File: src/rtl/wb_pkg.sv
// Shared writeback types: register widths and the queued-write entry.
// Also consumed by decode for pending-flag logic.
package wb_pkg;

  localparam int DATA_WIDTH = 64;
  localparam int ADDR_WIDTH = 5;

  typedef struct packed {
    logic                  live;
    logic [ADDR_WIDTH-1:0] rd;
    logic [DATA_WIDTH-1:0] data;
  } wb_entry_t;

endpackage

File: src/rtl/wb_fifo.sv
// Circular store for long-latency writebacks with per-entry kill.
// Popped slots drop their live bit so live implies occupied.
module wb_fifo
  import wb_pkg::*;
#(
  parameter  int DEPTH = 4,
  localparam int CW    = $clog2(DEPTH + 1),
  localparam int PW    = $clog2(DEPTH)
) (
  input  logic                  clock,
  input  logic                  reset,
  input  logic                  push_i,
  input  wb_entry_t             push_entry_i,
  input  logic                  pop_i,
  input  logic [DEPTH-1:0]      kill_i,
  output logic [DEPTH-1:0]      live_o,
  output logic [ADDR_WIDTH-1:0] rd_o [DEPTH],
  output wb_entry_t             head_o,
  output logic [CW-1:0]         count_o,
  output logic                  full_o,
  output logic                  empty_o
);

  wb_entry_t       mem_q [DEPTH];
  logic [PW-1:0]   head_q, tail_q;
  logic [CW-1:0]   count_q, count_d;

  always_comb begin
    count_d = count_q + CW'(push_i) - CW'(pop_i);
    for (int i = 0; i < DEPTH; i++) begin
      live_o[i] = mem_q[i].live;
      rd_o[i]   = mem_q[i].rd;
    end
    head_o  = mem_q[head_q];
    count_o = count_q;
    full_o  = (count_q == CW'(DEPTH));
    empty_o = (count_q == '0);
  end

  always_ff @(posedge clock) begin
    if (reset) begin
      head_q  <= '0;
      tail_q  <= '0;
      count_q <= '0;
      for (int i = 0; i < DEPTH; i++)
        mem_q[i] <= '0;
    end else begin
      for (int i = 0; i < DEPTH; i++)
        if (kill_i[i]) mem_q[i].live <= 1'b0;
      if (pop_i) begin
        mem_q[head_q].live <= 1'b0;
        head_q             <= head_q + PW'(1);
      end
      if (push_i) begin
        mem_q[tail_q] <= push_entry_i;
        tail_q        <= tail_q + PW'(1);
      end
      count_q <= count_d;
    end
  end

endmodule

File: src/rtl/writeback_queue.sv
// Merges pipeline and long-latency writebacks onto one RF write port.
// Pipe writes win; queued writes drain in idle slots.
module writeback_queue
  import wb_pkg::*;
#(
  parameter  int DEPTH = 4,
  localparam int CW    = $clog2(DEPTH + 1)
) (
  input  logic                  clock,
  input  logic                  reset,
  input  logic                  pipe_write,
  input  logic [ADDR_WIDTH-1:0] pipe_rd,
  input  logic [DATA_WIDTH-1:0] pipe_data,
  input  logic                  lu_valid,
  output logic                  lu_ready,
  input  logic [ADDR_WIDTH-1:0] lu_rd,
  input  logic [DATA_WIDTH-1:0] lu_data,
  output logic                  reg_write,
  output logic [ADDR_WIDTH-1:0] rd_address,
  output logic [DATA_WIDTH-1:0] write_data,
  input  logic [ADDR_WIDTH-1:0] rs1_address,
  input  logic [ADDR_WIDTH-1:0] rs2_address,
  output logic                  rs1_pending,
  output logic                  rs2_pending,
  output logic [CW-1:0]         queue_count
);

  logic                  pipe_hit, push, pop;
  logic                  full, empty;
  wb_entry_t             head, push_entry;
  logic [DEPTH-1:0]      live, kill;
  logic [ADDR_WIDTH-1:0] rds [DEPTH];
  logic [CW-1:0]         count;

  wb_fifo #(.DEPTH(DEPTH)) u_fifo (
    .clock        (clock),
    .reset        (reset),
    .push_i       (push),
    .push_entry_i (push_entry),
    .pop_i        (pop),
    .kill_i       (kill),
    .live_o       (live),
    .rd_o         (rds),
    .head_o       (head),
    .count_o      (count),
    .full_o       (full),
    .empty_o      (empty)
  );

  always_comb begin
    pipe_hit = !reset && pipe_write && (pipe_rd != '0);
    lu_ready = !reset && !full;
    push     = lu_valid && lu_ready && (lu_rd != '0);
    pop      = !reset && !pipe_hit && !empty;

    // A same-cycle pipe write to the same rd is program-later.
    push_entry.live = !(pipe_hit && (lu_rd == pipe_rd));
    push_entry.rd   = lu_rd;
    push_entry.data = lu_data;

    reg_write  = 1'b0;
    rd_address = '0;
    write_data = '0;
    if (pipe_hit) begin
      reg_write  = 1'b1;
      rd_address = pipe_rd;
      write_data = pipe_data;
    end else if (pop && head.live) begin
      reg_write  = 1'b1;
      rd_address = head.rd;
      write_data = head.data;
    end

    rs1_pending = 1'b0;
    rs2_pending = 1'b0;
    for (int i = 0; i < DEPTH; i++) begin
      kill[i] = pipe_hit && live[i] && (rds[i] == pipe_rd);
      if (live[i] && (rds[i] == rs1_address)) rs1_pending = 1'b1;
      if (live[i] && (rds[i] == rs2_address)) rs2_pending = 1'b1;
    end
    rs1_pending = rs1_pending && !reset && (rs1_address != '0);
    rs2_pending = rs2_pending && !reset && (rs2_address != '0);

    queue_count = reset ? '0 : count;
  end

endmodule

File: config.mk
export PLATFORM = sky130hd
export DESIGN_NAME = writeback_queue
export DESIGN_NICKNAME = d
export VERILOG_FILES = /design/src/rtl/wb_pkg.sv /design/src/rtl/wb_fifo.sv /design/src/rtl/writeback_queue.sv
export SDC_FILE = /design/constraint.sdc
export NUM_CORES = 1
export LEC_CHECK = 0
export ABC_CLOCK_PERIOD_IN_PS = 7800
export CELL_PAD_IN_SITES_DETAIL_PLACEMENT = 0
export CELL_PAD_IN_SITES_GLOBAL_PLACEMENT = 1
export CORE_ASPECT_RATIO = 0.75
export CORE_MARGIN = 1
export CORE_UTILIZATION = 47
export CTS_CLUSTER_DIAMETER = 60
export DETAILED_ROUTE_END_ITERATION = 12
export HOLD_SLACK_MARGIN = 0.03
export PLACE_DENSITY_LB_ADDON = 0.1
export SLEW_MARGIN = 25
export SYNTH_ARGS = -nofsm -noshare
export SYNTH_HDL_FRONTEND = slang
export SYNTH_SLANG_ARGS = --single-unit
File: constraint.sdc
create_clock -name clock -period 7.8 [get_ports clock]
set_input_delay 1.17 -clock clock [delete_from_list [all_inputs] [get_ports clock]]
set_output_delay 1.17 -clock clock [all_outputs]
set_load 0.03 [all_outputs]
Word-level counts from Yosys, hierarchy flattened
Memory sizes are Yosys's and may differ from the RTL's. A register that Yosys moved wholly into a read port is not among the register bits.
Index checks and enable logic that the tools add are counted.
W data, S select, Z words.
{ "word_totals": {"regBits": 7, "ramBits": 280, "in_bits": 152, "out_inout_bits": 76, "word_cells": 110, "n_memories": 1} }
{ "op_classes": {"n_addsub": 4, "n_eq_ne": 14, "mux": 44, "bitwise": 4, "n_reduce_logical": 40} }
{ "memory_table": {"columns": ["name", "words", "width", "read_ports", "rd_ports_with_merged_regs", "wr", "line_no", "source"], "rows": [
  ["u_fifo.mem_q", 4, 70, 5, 1, 5, "wb_fifo.sv:24", "wb_entry_t mem_q [DEPTH];"]
]} }
{ "op_table": {"columns": ["cell", "count"], "rows": [
  ["$mux W64", 2],
  ["$mux W70", 1],
  ["$reduce_or A70 Y1", 1],
  ["$eq A5 B5 Y1", 13],
  ["$mux W1", 34],
  ["$logic_and A1 B1 Y1", 29],
  ["$reduce_bool A5 Y1", 4],
  ["$mux W5", 2],
  ["$mux W2", 4],
  ["$logic_not A1 Y1", 5],
  ["$add A2 B1 Y2 const B", 2],
  ["$or A1 B1 Y1", 4],
  ["$add A3 B1 Y3", 1],
  ["$eq A3 B3 Y1 const B", 1],
  ["$logic_not A3 Y1", 1],
  ["$mux W3", 1],
  ["$sub A3 B1 Y3", 1]
]} }

Depth between registers and ports, before layout
{ "depth": {"word_depth": 11, "ltp_mapped": 12, "depth_no_buf": 11} }

Cells and area by module
Synthesis repeated with hierarchy kept, for this count alone.
{ "hier_totals": {"hier_cells": 974, "hier_area_um2": 14526.4} }
{ "modules_own_cells": {"columns": ["mod", "n_inst", "cells_per_inst", "area_each_um2", "seq_area_each_um2"], "rows": [
  ["wb_fifo", 1, 760, 12844.8, 8588.2],
  ["writeback_queue", 1, 214, 1681.6, 0.0]
]} }

Least setup slack after synthesis
Ideal clock, no wire load.
{ "synth_path": {"path_type": "input to output", "start": "input pipe_rd[1]", "end": "output write_data[0]", "arrival_ns": 2.944, "required_time_ns": 6.630, "setup_slack_ns": 3.686, "stages": 6, "n_path_buf": 2, "cell_sequence": "buf_2 > or4_4 > nor2_4 > o21ai_2 > clkbuf_2 > o21ai_0"} }
{ "synth_via": {"elab_chain_cells": 8} }
{ "synth_lines": {"columns": ["element", "line_no", "source"], "rows": [
  ["start: declaration", "writeback_queue.sv:12", "input logic [ADDR_WIDTH-1:0] pipe_rd,"],
  ["$reduce_bool A5 Y1 *", "writeback_queue.sv:51", "pipe_hit = !reset && pipe_write && (pipe_rd != '0);"],
  ["$logic_and A1 B1 Y1 *", "writeback_queue.sv:51", null],
  ["$logic_not A1 Y1", "writeback_queue.sv:54", "pop = !reset && !pipe_hit && !empty;"],
  ["$logic_and A1 B1 Y1 (2 in series)", "writeback_queue.sv:54", null],
  ["$logic_and A1 B1 Y1", "writeback_queue.sv:68", "end else if (pop && head.live) begin"],
  ["$mux W64", "writeback_queue.sv:68", null],
  ["$mux W64 *", "writeback_queue.sv:64", "if (pipe_hit) begin"],
  ["end: declaration", "writeback_queue.sv:20", "output logic [DATA_WIDTH-1:0] write_data,"]
]} }
Mark *: on every way between the ends. The rest lies on a longest branch, timed or not.

Final worst setup path
{ "layout_path": {"start": "input pipe_rd[0]", "end": "output reg_write"} }
{ "layout_via": {"elab_chain_cells": 8} }
{ "layout_lines": {"columns": ["element", "line_no", "source"], "rows": [
  ["$reduce_bool A5 Y1", "writeback_queue.sv:51", null],
  ["$logic_and A1 B1 Y1", "writeback_queue.sv:51", null],
  ["$logic_not A1 Y1", "writeback_queue.sv:54", null],
  ["$logic_and A1 B1 Y1 (2 in series)", "writeback_queue.sv:54", null],
  ["via pop", "writeback_queue.sv:28", "logic pipe_hit, push, pop;"],
  ["$logic_and A1 B1 Y1", "writeback_queue.sv:68", null],
  ["$mux W1", "writeback_queue.sv:68", null],
  ["$mux W1", "writeback_queue.sv:64", null],
  ["end: declaration", "writeback_queue.sv:18", "output logic reg_write,"]
]} }
The timed path passes the listed nets, and every way through them passes these cells.

==> run metrics <==
worst hold path class=flop to flop; All-Layer GR Usage=0.235; RSZ-0062 raised after global routing=no; Placed Area=about 17000 µm²; postcts setup bufs=0; CP Capture Type=output port; vias in the first global route=9876; fmax=between 150 and 200 MHz; Yosys cell types=39; die area=32500 µm²; most frequent CP cell=clkdlybuf4s50_1; Final setup viols=0; CP Max Fanout=37; Die X=208 µm; maxcap violations=0; Detailed Place HPWL=21800 µm; vias per cell=around 5.4; cell area after layout=18300 µm²; status=finished clean; Port Buf Inserts=227; IO Count=around 230; first-pass GRT wire length=58400 µm; crit path cell chain=clkdlybuf4s50_1, or4_4, nor2_4, o21ai_4, buf_4, inv_2, a21o_1, clkdlybuf4s50_1; clock root cell=clkbuf_16; CTS tree=yes; worst-margin pin slew=~1 ns; max_slew headroom=0.333; CP peak stage delay=0.74 ns; ys flop type=edfxtp_1; crit path DAT=4.40 ns; Initial Util=0.478; Ys Warns=0; Pleak=6.45 nW; core area=31300 µm²; placed cells=1798; hold_buf cts=0; Max clock buf depth=3; fin cells=1854; initial antenna violation count=4; maximum vdd drop=0.165 mV; P&R area growth vs syn=22.5%; Skew-Pair Late Insertion Delay=0.55 ns; via count=10.1k; post-CTS sizing=0; Mean Syn Cell Area=11.9 µm²; final period utilization=0.714; share of layout cells above drive strength 1=0.0976; Final Total Pwr=around 4 mW; fin worst setup slack=2.23 ns; Crit-path slowest cell=o21ai_4; crit path time final=5.57 ns; dpl ws=2.22 ns; H-tree Lvls=1; clk slew on worst S/H paths=about 0.060 ns; register area share after synthesis=0.575; Hold Vio Cnt, Final=0; critical path class=input port to output port; initial drt markers=532; Power per Cell Area=224 nW/µm²; element type at the critical path start=input port; syn_nets=1421; Mapped Cells=approximately 1.3k; Clock Skews=around 0.011 ns; layout net count=~1.6k; final wirelength=roughly 38000 µm; EDFF count, synth=280; row count=56; #FFs+latches synth=slightly below 300; Detailed Routing Iterations Pass 1=5; Mapped Area=between 10000 and 15000 µm²; die height=156 µm; Antenna Violating Nets Remaining=0; final setup TNS=0 ns; total CTS buffers=30; DRC viols=0; total gr overflow=0; required time of the critical path=6.63 ns; Max Slew Vio Count=0; clk sinks=289; Async S/R FF share, synth=0; final RePlAce weighted congestion=0.847; WL per Instance=20.7 µm; largest net degree at the start of global routing=82
## worst paths after layout
path	start	end	slack, ns	depth (start not counted)
hold reg to reg	u_fifo.head_q[0]	flop	0.53	1
setup / recovery	pipe_rd[0]	reg_write	2.23	8
setup reg to reg	u_fifo.count_o[1]	u_fifo.mem_q[2][33]	4.40	5
hold / removal	u_fifo.head_q[0]	flop	0.53	1
## cell usage after synthesis, types with 2 or more instances
cell type  instances  area, µm²
a21oi_1            2       10.0
a221o_1            4       40.0
a31oi_1           73        457
and2_1           277       1730
and3_1            10       62.6
buf_2             23        115
buf_6              3       33.8
clkbuf_1          76        285
clkbuf_2           7       35.0
dfxtp_1            9        180
edfxtp_1         280       8410
ha_1              10        125
inv_1              8       30.0
mux2_2            70        788
mux2i_1           70        701
nand2_1           71        267
nand3_1            4       20.0
nor2_1             9       33.8
nor2b_1            7       43.8
nor3_1            72        360
nor4_1            12       75.1
o21ai_0           72        360
o21bai_1           2       15.0
o31ai_1            2       15.0
or2_2              4       25.0
or4_1              2       15.0
xnor2_1           16        140
xor2_1            52        455
## where the power goes
part | internal, mW | switching (mW)
Clock | 0.721 | 0.575
Combinational | 0.355 | 0.503
Sequential | 1.83 | 0.122
Total | 2.91 | 1.20
## per-layer routing
| layer | track usage | share of wire | vias up |
|---|---|---|---|
| met5 | 0 | 0.00026 | - |
| met4 | 0.0427 | 0.012 | 2 |
| met3 | 0.0395 | 0.054 | 36 |
| met2 | 0.386 | 0.46 | 247 |
| met1 | 0.332 | 0.47 | 4925 |
| li1 | - | - | 4853 |
## cell families (layout without fill, tap and decap cells)
family / after synthesis / after routing / share of synthesized area
and+or+nand+nor: 474 / 474 / 0.180
DFF: 289 / 289 / 0.575
AOI/OAI and AO/OA: 158 / 158 / 0.0620
muxes: 140 / 140 / 0.0996
buffers and inverters: 118 / 305 / 0.0337
xor gates and xnor gates: 68 / 68 / 0.0399
adders and majority gates: 11 / 11 / 0.00971
other: 0 / 3 / 0
## metrics by stage
step,util,hold WS (ns)
6_report,0.586,0.532
5_1_grt,0.586,0.576
4_1_cts,0.586,0.537
3_5_place_dp,0.558,0.523
3_3_place_gp,0.558,0.510
2_1_floorplan,-,0.484
## cell usage in the layout, fill, tap and decap left out, types with 3 or more instances in the layout
cell / count
ha_1: 10
mux2i_1: 69
clkbuf_16: 31
a31oi_1: 73
buf_4: 16
xnor2_1: 16
nand3_1: 4
clkbuf_1: 8
edfxtp_1: 280
clkinv_1: 8
diode_2: 3
and2_1: 277
a221o_1: 4
or2_4: 4
nor2_1: 9
clkinv_2: 4
inv_1: 8
xor2_1: 52
clkdlybuf4s50_1: 227
dfxtp_1: 7
mux2_2: 70
o21ai_0: 72
and3_1: 6
nor2b_1: 7
nand2_1: 71
nor3_1: 72
nor4_1: 12
## sequential cells by signal, indices dropped and copies added (netlist names), named ones only
register,cells
u_fifo.head_q,2
u_fifo.tail_q,2
u_fifo.mem_q,280
u_fifo.count_o,3
## area by class of cell
| class | count | area, µm² |
|---|---|---|
| fillers | 2602 | 12900 |
| diodes | 3 | 7.51 |
| multi-input cells | 851 | 5900 |
| flip-flops and latches | 289 | 8600 |
| well taps | 406 | 508 |
| inverters | 9 | 33.8 |
| clock inverters | 14 | 66.3 |
| clock buffers | 39 | 806 |
| repair buffers | 243 | 2390 |
## critical path, delay by kind of cell
kind,cells,cell delay [ns]
buffers and inverters,4,1.97
AND/OR/NAND/NOR,2,0.28
AO/OA/AOI/OAI,2,0.93
No activity file was read; power rests on OpenSTA's default activity.
